## src/rtl/vga_rx_pkg.sv

```systemverilog
// Shared types and default 640x480 receive timing for the VGA sync decoder.
// No logic, no latency, no flow control.
package vga_rx_pkg;

    typedef enum logic [1:0] {
        SEARCH = 2'd0,
        TRACK  = 2'd1,
        LOCKED = 2'd2
    } vga_rx_state_t;

    localparam int VGA_CNT_W      = 13;
    localparam int VGA_POS_W      = 11;
    localparam int VGA_H_START    = 144;
    localparam int VGA_H_ACT      = 640;
    localparam int VGA_V_START    = 35;
    localparam int VGA_V_ACT      = 480;
    localparam int VGA_LOCK_LINES = 4;
    localparam int VGA_TOL        = 2;

endpackage

```

## src/rtl/sync_edge_det.sv

```systemverilog
// Two-flop synchronizer for an async sync input plus edge detector.
// level is 2 clocks behind the pin; fall/rise are high the cycle level changes.
// No flow control; idles high so reset release never produces a false edge.
module sync_edge_det (
    input  logic clk,
    input  logic rst_n,
    input  logic din,
    output logic level,
    output logic fall,
    output logic rise
);

    logic s1;
    logic s2;
    logic prev;

    always_ff @(posedge clk or negedge rst_n) begin
        if (!rst_n) begin
            s1   <= 1'b1;
            s2   <= 1'b1;
            prev <= 1'b1;
        end else begin
            s1   <= din;
            s2   <= s1;
            prev <= s2;
        end
    end

    assign level = s2;
    assign fall  = prev & ~s2;
    assign rise  = ~prev & s2;

endmodule

```

## src/rtl/vga_sync_decoder.sv

```systemverilog
// Recovers pixel position, active flag, line timing and lock from external syncs; VGA_RX_MEAS_EN exports h_period/h_pulse.
// line_start/frame_start 3 clocks after the pin falls; pix/active combinational from the counters.
// No flow control: the decoder follows the source and flags timing loss via err.
module vga_sync_decoder
    import vga_rx_pkg::*;
#(
    parameter int CNT_W      = VGA_CNT_W,
    parameter int POS_W      = VGA_POS_W,
    parameter int H_START    = VGA_H_START,
    parameter int H_ACT      = VGA_H_ACT,
    parameter int V_START    = VGA_V_START,
    parameter int V_ACT      = VGA_V_ACT,
    parameter int LOCK_LINES = VGA_LOCK_LINES,
    parameter int TOL        = VGA_TOL
) (
    input  logic             clk,
    input  logic             rst_n,
    input  logic             hsync_in,
    input  logic             vsync_in,
    output logic [POS_W-1:0] pix_x,
    output logic [POS_W-1:0] pix_y,
    output logic             active,
    output logic             line_start,
    output logic             frame_start,
    output logic [CNT_W-1:0] h_period,
    output logic [CNT_W-1:0] h_pulse,
    output logic             locked,
    output logic             err
);

    localparam int MW = $clog2(LOCK_LINES + 1);
    localparam logic [CNT_W-1:0] CNT_MAX = '1;
    localparam logic [CNT_W-1:0] H_LO = CNT_W'(H_START);
    localparam logic [CNT_W-1:0] H_HI = CNT_W'(H_START + H_ACT);
    localparam logic [CNT_W-1:0] V_LO = CNT_W'(V_START);
    localparam logic [CNT_W-1:0] V_HI = CNT_W'(V_START + V_ACT);
    localparam logic [CNT_W:0]   TOL_X = (CNT_W+1)'(TOL);

    logic h_level, h_fall, h_rise;
    logic v_level, v_fall, v_rise;

    sync_edge_det u_hsync (.clk(clk), .rst_n(rst_n), .din(hsync_in),
                           .level(h_level), .fall(h_fall), .rise(h_rise));
    sync_edge_det u_vsync (.clk(clk), .rst_n(rst_n), .din(vsync_in),
                           .level(v_level), .fall(v_fall), .rise(v_rise));

    logic [CNT_W-1:0] h_cnt, v_cnt, h_meas, ref_period;
    logic [CNT_W:0]   meas_x, ref_x;
    logic [MW-1:0]    match_cnt;
    logic             timeout, period_ok, h_win, v_win;
    vga_rx_state_t    state;

    // h_meas is the period/width of whatever just ended, counting the current clock
    assign h_meas    = h_cnt + CNT_W'(1);
    assign timeout   = (h_cnt == CNT_MAX);
    assign meas_x    = {1'b0, h_meas};
    assign ref_x     = {1'b0, ref_period};
    assign period_ok = (meas_x <= ref_x + TOL_X) && (ref_x <= meas_x + TOL_X);

    always_ff @(posedge clk or negedge rst_n) begin
        if (!rst_n) begin
            h_cnt       <= '0;
            v_cnt       <= '0;
            line_start  <= 1'b0;
            frame_start <= 1'b0;
        end else begin
            line_start  <= h_fall;
            frame_start <= v_fall;
            if (h_fall)
                h_cnt <= '0;
            else if (!timeout)
                h_cnt <= h_meas;
            if (v_fall)
                v_cnt <= '0;
            else if (h_fall && v_cnt != CNT_MAX)
                v_cnt <= v_cnt + CNT_W'(1);
        end
    end

    // A new reference period always counts as the first line of its own run
    always_ff @(posedge clk or negedge rst_n) begin
        if (!rst_n) begin
            state      <= SEARCH;
            match_cnt  <= '0;
            ref_period <= '0;
            err        <= 1'b0;
        end else begin
            err <= 1'b0;
            if (timeout && state != SEARCH) begin
                state     <= SEARCH;
                match_cnt <= '0;
                err       <= (state == LOCKED);
            end else if (h_fall) begin
                case (state)
                    SEARCH: begin
                        state     <= TRACK;
                        match_cnt <= '0;
                    end
                    TRACK: begin
                        if (match_cnt != '0 && period_ok) begin
                            match_cnt <= match_cnt + MW'(1);
                            if (match_cnt == MW'(LOCK_LINES - 1))
                                state <= LOCKED;
                        end else begin
                            ref_period <= h_meas;
                            match_cnt  <= MW'(1);
                        end
                    end
                    LOCKED: begin
                        if (!period_ok) begin
                            err        <= 1'b1;
                            state      <= TRACK;
                            ref_period <= h_meas;
                            match_cnt  <= MW'(1);
                        end
                    end
                    default: state <= SEARCH;
                endcase
            end
        end
    end

    assign locked = (state == LOCKED);
    assign h_win  = (h_cnt >= H_LO) && (h_cnt < H_HI);
    assign v_win  = (v_cnt >= V_LO) && (v_cnt < V_HI);
    assign active = h_win && v_win && locked;
    assign pix_x  = h_win ? POS_W'(h_cnt - H_LO) : '0;
    assign pix_y  = v_win ? POS_W'(v_cnt - V_LO) : '0;

`ifdef VGA_RX_MEAS_EN
    logic [CNT_W-1:0] h_period_q, h_pulse_q;

    always_ff @(posedge clk or negedge rst_n) begin
        if (!rst_n) begin
            h_period_q <= '0;
            h_pulse_q  <= '0;
        end else begin
            if (h_fall && !timeout)
                h_period_q <= h_meas;
            if (h_rise)
                h_pulse_q <= h_meas;
        end
    end

    assign h_period = h_period_q;
    assign h_pulse  = h_pulse_q;

    logic unused_sync;
    assign unused_sync = ^{h_level, v_level, v_rise};
`else
    assign h_period = '0;
    assign h_pulse  = '0;

    logic unused_sync;
    assign unused_sync = ^{h_level, v_level, v_rise, h_rise};
`endif

endmodule

```

## config.mk

```make
export PLATFORM = sky130hd
export DESIGN_NAME = vga_sync_decoder
export DESIGN_NICKNAME = d
export VERILOG_FILES = /design/src/rtl/vga_rx_pkg.sv /design/src/rtl/sync_edge_det.sv /design/src/rtl/vga_sync_decoder.sv
export SDC_FILE = /design/constraint.sdc
export NUM_CORES = 1
export LEC_CHECK = 0
export CELL_PAD_IN_SITES_DETAIL_PLACEMENT = 1
export CELL_PAD_IN_SITES_GLOBAL_PLACEMENT = 2
export CORE_UTILIZATION = 37
export CTS_CLUSTER_DIAMETER = 120
export DETAILED_ROUTE_END_ITERATION = 6
export PLACE_DENSITY_LB_ADDON = 0.1
export SLEW_MARGIN = 25
export SYNTH_ARGS = -nofsm -noshare
export SYNTH_HDL_FRONTEND = slang
export SYNTH_SLANG_ARGS = --single-unit
```

## constraint.sdc

```tcl
create_clock -name clk -period 6.7 [get_ports clk]
set_clock_uncertainty 0.1 [all_clocks]
set_input_delay 1.005 -clock clk [delete_from_list [all_inputs] [get_ports clk]]
set_output_delay 1.005 -clock clk [all_outputs]
set_load 0.02 [all_outputs]
```

---- After elaboration in Yosys (flattened, before gate mapping) ----
Index checks and enable logic that the tools add are counted.
storage, ports and cells
  register bits ........................... 53
  input bits .............................. 4
  output and inout bits ................... 53
  word-level logic and storage cells ...... 85
cells by class
  add/sub/neg operators ................... 7
  magnitude comparators ................... 6
  eq/ne operators ......................... 11
  multiplexer cells ....................... 24
  bitwise logic cells ..................... 5
  reduce and logical (&&, ||, !) cells .... 18
operators by type and width
  cell                   number
  $mux 13                6
  $add 13x2->14 const B  2
  $le 13x14->1           2
  $add 13x1->13 const B  2
  $lt 13x10->1 const B   2
  $pmux 13 s2            1
  $mux 11                2
  $eq 13x13->1 const B   1
  $ge 13x6->1 const B    1
  $ge 13x8->1 const B    1
  $ne 13x13->1 const B   1
  $mux 3                 4
  $sub 11x6->11 const B  1
  $sub 11x8->11 const B  1
  $mux 2                 5
  $pmux 3 s3             1
  $logic_and 1x1->1      8
  $reduce_bool 2->1      4
  $ne 2x2->1 const B     3
  $ne 3x3->1 const B     2
  $pmux 2 s3             1
  $reduce_and 5->1       1
  $mux 1                 4
  $reduce_and 4->1       1
  11 further kinds       14

---- Logic depth before layout (Yosys ltp) ----
Gate-level depths: netlist of the first run.
  depth in word-level cells ............... 9
  depth in mapped cells ................... 18
  depth with buffers taken out ............ 17

---- Modules after synthesis ----
From an unflattened synthesis of the first run, not the netlist that was laid out.
unflattened totals
  cells, all modules ...................... 493
  area, all modules ....................... 4174.0 um^2
modules (own cells, without submodules)
  module            instances  cells each  area an instance (um^2)  sequential area each (um^2)
  vga_sync_decoder  1          483         3986.3                   1176.1
  sync_edge_det     2          5           93.8                     78.8

---- Worst setup path before layout of the first run ----
Ideal clock, no wire load.
  path type ............................... register to register
  from .................................... reg h_cnt[0]
  to ...................................... reg ref_period[10]
  setup time .............................. 125 ps
  arrival ................................. 3949 ps
  required time ........................... 6475 ps
  path slack .............................. 2526 ps
  cell stages (with the launch flop) ...... 19
  buffers on the path ..................... 1
  clock period less this slack ............ 4174 ps
  path through ............................ dfrtp_1 ha_1 xor2_1 ha_1 nand2b_1 mux2_2 a211oi_4 nand4_2 xnor2_1 ha_1 a21o_1 a21o_1 a211oi_1 o21ai_0 o211a_4 o21ai_4 a211oi_2 buf_6 mux2_4
between the ends
  word-level cells in the longest chain between the ends .. 7
  elaborated cells on any way between the ends .. 15
  those cells by class .................... add/sub: 2; order compare: 2; eq/ne: 3; mux: 3; bitwise: 1; reduce/logical: 4
ends and longest elaborated chain
  element                                RTL line                 text
  start, declared                        vga_sync_decoder.sv:47   logic [CNT_W-1:0] h_cnt, v_cnt, h_meas, ref_period;
  start signal, assigned                 vga_sync_decoder.sv:72   h_cnt <= h_meas;
  $add 13x1->13 (*)                      vga_sync_decoder.sv:54   assign h_meas = h_cnt + CNT_W'(1);
  via h_meas[2]                          vga_sync_decoder.sv:47
  $add 13x2->14                          vga_sync_decoder.sv:58   assign period_ok = (meas_x <= ref_x + TOL_X) && (ref_x <= meas_x + TOL_X);
  $le 13x14->1                           vga_sync_decoder.sv:58
  $logic_and 1x1->1 (*)                  vga_sync_decoder.sv:58
  $logic_and 1x1->1                      vga_sync_decoder.sv:100  if (match_cnt != '0 && period_ok) begin
  $ne 2x2->1 (no source line)            -
  $reduce_and 5->1 (no source line) (*)  -
  end signal, assigned                   vga_sync_decoder.sv:105  ref_period <= h_meas;
  end signal, assigned                   vga_sync_decoder.sv:113  ref_period <= h_meas;
  end, declared                          vga_sync_decoder.sv:47
The timed path passes the listed nets; every way through them passes the cells marked *. The select of a mux whose other input is x is not followed.
A chain may end at the register's enable or synchronous reset.

---- Final worst setup path of the first run ----
  from .................................... reg h_cnt[0]
  to ...................................... reg ref_period[5]
Same word-level chain as after synthesis.

==> results of run 1 <==
state kept, by name (all words and copies together) (netlist names):
signal and cells:
h_cnt 13, ref_period 13, v_cnt 13, match_cnt 3, state 2, err 1
frame_start 1, line_start 1, u_hsync.level 1, u_hsync.prev 1, u_hsync.s1 1, u_vsync.level 1
u_vsync.prev 1, u_vsync.s1 1
Yosys cell counts (all sizes together) (2+ instances only):
master / instances / share of area, %
dfstp: 6 / 3.6
ha: 40 / 12
and4: 3 / 0.61
o31ai: 5 / 0.86
or4: 5 / 0.86
mux2: 13 / 4.1
a21o: 6 / 1.0
a211oi: 6 / 1.4
xor2: 21 / 4.2
nor2b: 5 / 0.78
o21ai: 8 / 1.2
or2: 2 / 0.29
and3: 8 / 1.2
a31oi: 2 / 0.29
and2: 9 / 1.3
nand2b: 11 / 1.8
xnor2: 32 / 7.3
clkbuf: 11 / 0.95
nand3: 25 / 3.0
nor3: 9 / 1.0
o21a: 5 / 0.86
inv: 25 / 2.2
mux2i: 3 / 0.69
o22ai: 2 / 0.29
or3: 3 / 0.43
nor2: 52 / 4.5
nor4: 5 / 0.72
buf: 36 / 6.1
dfrtp: 47 / 27
a21oi: 18 / 2.1
nand4: 10 / 1.6
nand2: 29 / 2.5
routing by layer:
layer	global-route usage, %	up-vias
met1	26.45	1649
met5	0	-
met3	3.057	16
li1	-	1634
met2	30.83	48
met4	7.613	0
cell type report:
type	count	area [um^2]	area share, %
multi-input combinational	378	2701	56.52
tap	143	178.9	3.743
inverter	25	93.84	1.963
sequential	53	1334	27.91
timing repair buffer	33	317.8	6.649
clock buffer	5	125.1	2.618
clock inverter	3	28.78	0.6021
power groups by stage:
stage	registers, mW	logic, mW	clock network, mW
6_report	0.405	0.534	0.284
5_1_grt	0.412	0.595	0.300
4_1_cts	0.405	0.541	0.294
3_5_place_dp	0.411	0.538	0
3_3_place_gp	0.408	0.533	0
2_1_floorplan	0.388	0.434	0
worst min path at each step:
stage	start	to	slack, ps	cells past startpoint
floorplan	u_hsync.s1$_DFF_PN1_	u_hsync.level$_DFF_PN1_	250	0
global placement	u_vsync.s1$_DFF_PN1_	u_vsync.level$_DFF_PN1_	250	0
detailed placement	u_vsync.s1$_DFF_PN1_	u_vsync.level$_DFF_PN1_	250	0
CTS	u_vsync.s1$_DFF_PN1_	u_vsync.level$_DFF_PN1_	260	0
global route	u_vsync.s1$_DFF_PN1_	u_vsync.level$_DFF_PN1_	260	0
finish	u_vsync.s1$_DFF_PN1_	u_vsync.level$_DFF_PN1_	260	0
worst max-delay path: stages (launching register included):
cell and delay, ps:
dfrtp_1 470, ha_1 300, xor2_1 420, ha_1 330, nand2_1 80, mux2_2 300
a211oi_4 270, nand4_2 180, xnor2_1 220, ha_1 280, a21o_1 180, a21o_1 200
a211oi_1 230, o21ai_0 210, o211a_4 220, o21ai_4 270, a211oi_2 80, buf_4 230
mux2_1 340
metrics by stage:
stage	instances	setup WS, ps
after global routing	640	1289
final	640	1658
after CTS	640	1570
after detailed placement	632	1592
after floorplan	503	2526
after global placement	632	1714
logic make-up after synthesis:
family,after synthesis,share of synthesized area (%)
AND/OR/NAND/NOR,179,21.38
buffers and inverters,72,9.222
AO/OA/AOI/OAI,64,10.66
XOR/XNOR,53,11.56
flip-flops,53,30.72
adder cells (fa/ha/maj),40,11.53
multiplexers,16,4.841
other,1,0.08637
==> run metrics, run 1 <==
status=finished, final reports clean; CP endpoint=ref_period[5]$_DFFE_PN0P_; path category of the worst min-delay check=flop to flop; Reg2Reg Capture Point=ref_period[5]$_DFFE_PN0P_; fraction of power spent switching nets=between 40% and 50%; CP Data Arrival Time=5130 ps; R2R cell count=18; FILL cells=1,363; pwr dens=255.9 nW/um^2; fin. max-slew vios=0; Die W=roughly 110 um; Setup crit end kind=flop; Met2 Wirelength=4.831 mm; Psw=0.5000 mW; yosys warns=0; crit share post-route=75.25%; largest net degree at the start of global routing=54; Hold Buf Count CTS=0; routed wl met3=251 um; Seq pwr share=between 30 and 40%; ys async rst share=100.0%; Pre-antenna DRT Iters=4; critical-path maximum fanout=13; gr ovfl total=0; vias=3,347; smallest hold slack=~260 ps; ys flop type=dfrtp_1; routed wire length per instance=16.75 um; layout net count=540; initial core utilization=38.02%; Inserted Diodes=0; Setup CP Type=flop to flop; Layout area overhead=10.09%; Post-synth EDFFs=0; drt via density=5.230; 1st-iter DRT viols=between 100 and 150; met1 wire length=5.380 mm; maximum root-to-sink buffer count=2; Pwr Total=1.223 mW; slew margin rel.=approximately 33%; slew of the pin with the lowest slew margin=991.4 ps; Maximum Capacitance Violations=0; Yosys cell types=62; Post-CTS Setup Inserts=0; CTS tree=yes; GP Congestion=0.8065; share of cells above drive strength 1=8.652%; CP Launch Point=h_cnt[0]$_DFFE_PN0P_; Final min period=approximately 5000 ps; Seq cells post-synth=53; most frequent cells in the layout=nor2_1 (52), dfrtp_1 (47), ha_1 (40), xnor2_1 (30); worst flop-to-flop path startpoint=h_cnt[0]$_DFFE_PN0P_; startpoint types=flop; clock latency on the worst-skew pair=310 ps; num rows=39; Gate power share=43.7%; VDD IR max=around 0.13 mV; top sig layer=met4; final core occ=between 40% and 50%; sequential area share after synthesis=30.72%; IO buf count=30; Leak Pwr=2.212 nW; Final setup viols=0; setup_tns=0 ps; fmax=198.3 MHz; # IOs=57; Clock transition at path regs=80 ps; fin area=around 4800 um^2; Antenna Nets Post-Route=0; Reg2Reg Setup Slack=1660 ps; vias in the first global route=roughly 3,400; drc violations=0; global-route wire length before repair=17.89 mm; Fin. Hold Viols=0; mapped cell area=4342 um^2; Clk pwr share=23.2%; dpl cell area=4626 um^2; Num CTS Buffers=5; Post-CTS Resized=0; commonest non-fill, non-tap cell in the layout=nor2_1; Int Pwr=0.7230 mW; initial antenna violation count=0; # H-tree levels=2; required time worst endpoint=a little under 7000 ps; RSZ-0062 raised after global routing=no; die area=around 12,000 um^2; core region area=between 10,000 and 15,000 um^2; routed wire length=10.72 mm; TritonCTS Sinks=53; post-synthesis cell count=478; HPWL after DPL=8.149 mm; die height=110.3 um; Tot GR Track Use=19.45%; clk root buf=clkbuf_16; syn avg cell area=between 9 and 10 um^2
Power figures use the tool's default switching activity.
==> run 2, diff against run 1 <==
--- a/config.mk
+++ b/config.mk
@@ -7,7 +7,7 @@
 export LEC_CHECK = 0
 export CELL_PAD_IN_SITES_DETAIL_PLACEMENT = 1
 export CELL_PAD_IN_SITES_GLOBAL_PLACEMENT = 2
-export CORE_UTILIZATION = 37
+export CORE_UTILIZATION = 31
 export CTS_CLUSTER_DIAMETER = 120
 export DETAILED_ROUTE_END_ITERATION = 6
 export PLACE_DENSITY_LB_ADDON = 0.1
==> constraint.sdc (replaced) <==
create_clock -name clk -period 4.35 [get_ports clk]
set_clock_uncertainty 0.1 [all_clocks]
set_input_delay 0.6525 -clock clk [delete_from_list [all_inputs] [get_ports clk]]
set_output_delay 0.6525 -clock clk [all_outputs]
set_load 0.02 [all_outputs]
==> run 2 against run 1 <==
Net effect:
- non-clock buffer count is 24 higher
- register-to-register slack worse by 1500 ps
- critical path depth stayed put
- flip-flop and latch count stayed put
- setup slack worse by 1500 ps
- hold slack hardly changed
- sequential power is 54% higher
- largest cell class unchanged
==> run metrics, run 2 (same netlist as run 1, synthesis figures left out) <==
crit share post-route=95.62%; most frequent cells in the layout=nor2_1 (52), dfrtp_1 (45), ha_1 (38); most frequent CP cell=a21o_1; worst-path cell chain=ha_4, xor2_1, ha_2, nand2_1, mux2_2, a211oi_4, nand4_2, xnor2_2, ha_1, a21o_1, a21o_1, a211oi_1, o21ai_1, o211a_4, nor2b_2, a211oi_2, buf_12, mux2_1; Pwr Total=roughly 2.0 mW; gr ovfl total=0; vias in the first global route=about 3,500; die area=14,480 um^2; 1st-iter DRT viols=116; Final setup viols=0; Num CTS Buffers=5; CTS tree=yes; initial antenna violation count=0; slew margin rel.=51.58%; Pre-antenna DRT Iters=4; R2R cell count=18; Fin. Hold Viols=0; clk root buf=clkbuf_16; setup_tns=0 ps; worst flop-to-flop path startpoint=h_cnt[0]$_DFFE_PN0P_; critical-path maximum fanout=13; Setup CP Type=flop to flop; fin. max-slew vios=0; drc violations=0; clock latency on the worst-skew pair=a little over 300 ps; drt via density=4.878; Crit-path slowest cell=dfrtp_2; status=finished, final reports clean; Crit. path cell count=18; routed wire length=10.85 mm; Die W=120.3 um; Crit path max-delay family=compound AO/OA/AOI/OAI gates; Largest regs=h_cnt (13), ref_period (13), v_cnt (13); layout net count=between 500 and 600; num rows=42; share of cells above drive strength 1=14.40%; die height=120.3 um; # IOs=57; fmax=240.4 MHz; top sig layer=met4; Maximum Capacitance Violations=0; TritonCTS Sinks=53; Layout area overhead=16.48%; Inserted Diodes=0; routed wire length per instance=about 16 um; CP Data Arrival Time=4240 ps; Int Pwr=1.196 mW; largest net degree at the start of global routing=28; HPWL after DPL=8.461 mm; global-route wire length before repair=18.27 mm; routed wl met3=349 um; Psw=0.7734 mW; Met2 Wirelength=4.859 mm; dpl cells=between 600 and 700; slew of the pin with the lowest slew margin=between 700 and 800 ps; Setup crit end kind=flop; maximum root-to-sink buffer count=2; IO buf count=30; core region area=13,450 um^2; Clock transition at path regs=70 ps; vias=3,400; startpoint types=flop; hold path start=u_vsync.s1$_DFF_PN1_; # H-tree levels=2; initial core utilization=32.27%; required time worst endpoint=4430 ps; Hold Path Depth=0; Antenna Nets Post-Route=0; commonest non-fill, non-tap cell in the layout=nor2_1; WHS Endpoint=u_vsync.level$_DFF_PN1_; Reg2Reg Setup Slack=190 ps; Final Instance Count excl. Fillers=about 700; Gate power share=47.5%; Buf/Inv on CP=1; Reg2Reg Capture Point=ref_period[5]$_DFFE_PN0P_; VDD IR max=0.1727 mV; Clk pwr share=a little over a fifth; GP Congestion=0.7942; Seq pwr share=between 30% and 40%; Final min period=4160 ps; path category of the worst min-delay check=flop to flop; critical path's largest stage delay=470 ps; Tot GR Track Use=16.26%; fraction of power spent switching nets=39.28%; Leak Pwr=between 2 and 2.5 nW; pwr dens=389.4 nW/um^2; met1 wire length=5.494 mm
run 2: worst max-delay path by stage:
| stage | from | slack [ps] | to |
|---|---|---|---|
| 3_5_place_dp | h_cnt[0]$_DFFE_PN0P_ | -40 | match_cnt[2]$_DFFE_PN0P_ |
| 6_report | h_cnt[0]$_DFFE_PN0P_ | 190 | ref_period[5]$_DFFE_PN0P_ |
| 5_1_grt | h_cnt[0]$_DFFE_PN0P_ | -10 | ref_period[4]$_DFFE_PN0P_ |
| 4_1_cts | h_cnt[0]$_DFFE_PN0P_ | 30 | ref_period[5]$_DFFE_PN0P_ |
| 2_1_floorplan | h_cnt[0]$_DFFE_PN0P_ | 180 | ref_period[10]$_DFFE_PN0P_ |
| 3_3_place_gp | h_cnt[0]$_DFFE_PN0P_ | 140 | match_cnt[2]$_DFFE_PN0P_ |
run 2: layer usage:
metal / global-route usage (%) / up-vias
met3: 3.302 / 9
met2: 25.07 / 48
li1: - / 1682
met5: 0 / -
met1: 22.92 / 1661
met4: 4.475 / 0
run 2: area by class of cell:
type                            instances  area (um^2)
Clock inverter                          2        13.76
Clock buffer                            6        128.9
Inverter                               25        93.84
Timing Repair Buffer                   57        523.0
Tap cell                              176        220.2
Multi-Input combinational cell        378         2741
Sequential cell                        53         1336
Fill cell                            1622         8396
run 2: power groups by stage:
stage / logic, mW / clock network, mW / registers, mW
after detailed placement: 0.937 / 0 / 0.630
after CTS: 0.949 / 0.431 / 0.621
after global routing: 1.06 / 0.452 / 0.635
after floorplan: 0.669 / 0 / 0.597
after global placement: 0.929 / 0 / 0.628
final: 0.936 / 0.410 / 0.624
run 2: metrics by stage:
| step | hold slack [ps] | setup WS, ps | util, % | area [um^2] |
|---|---|---|---|---|
| 2_1_floorplan | 245.2 | 175.9 | - | 4436 |
| 3_3_place_gp | 246.7 | 136.8 | 35.99 | 4842 |
| 3_5_place_dp | 248.1 | -44.88 | 35.99 | 4842 |
| 4_1_cts | 259.7 | 27.81 | 37.08 | 4989 |
| 5_1_grt | 262.4 | -10.27 | 37.59 | 5057 |
| 6_report | 258.2 | 190.4 | 37.59 | 5057 |
run 2: timing repair:
| item | in CTS | in global routing |
|---|---|---|
| resized for setup | 3 | 8 |
| setup buffers | 0 | 4 |
| hold buffers | 0 | 0 |
| pin swaps | 0 | 4 |
| setup endpoints to repair | 14 | 14 |
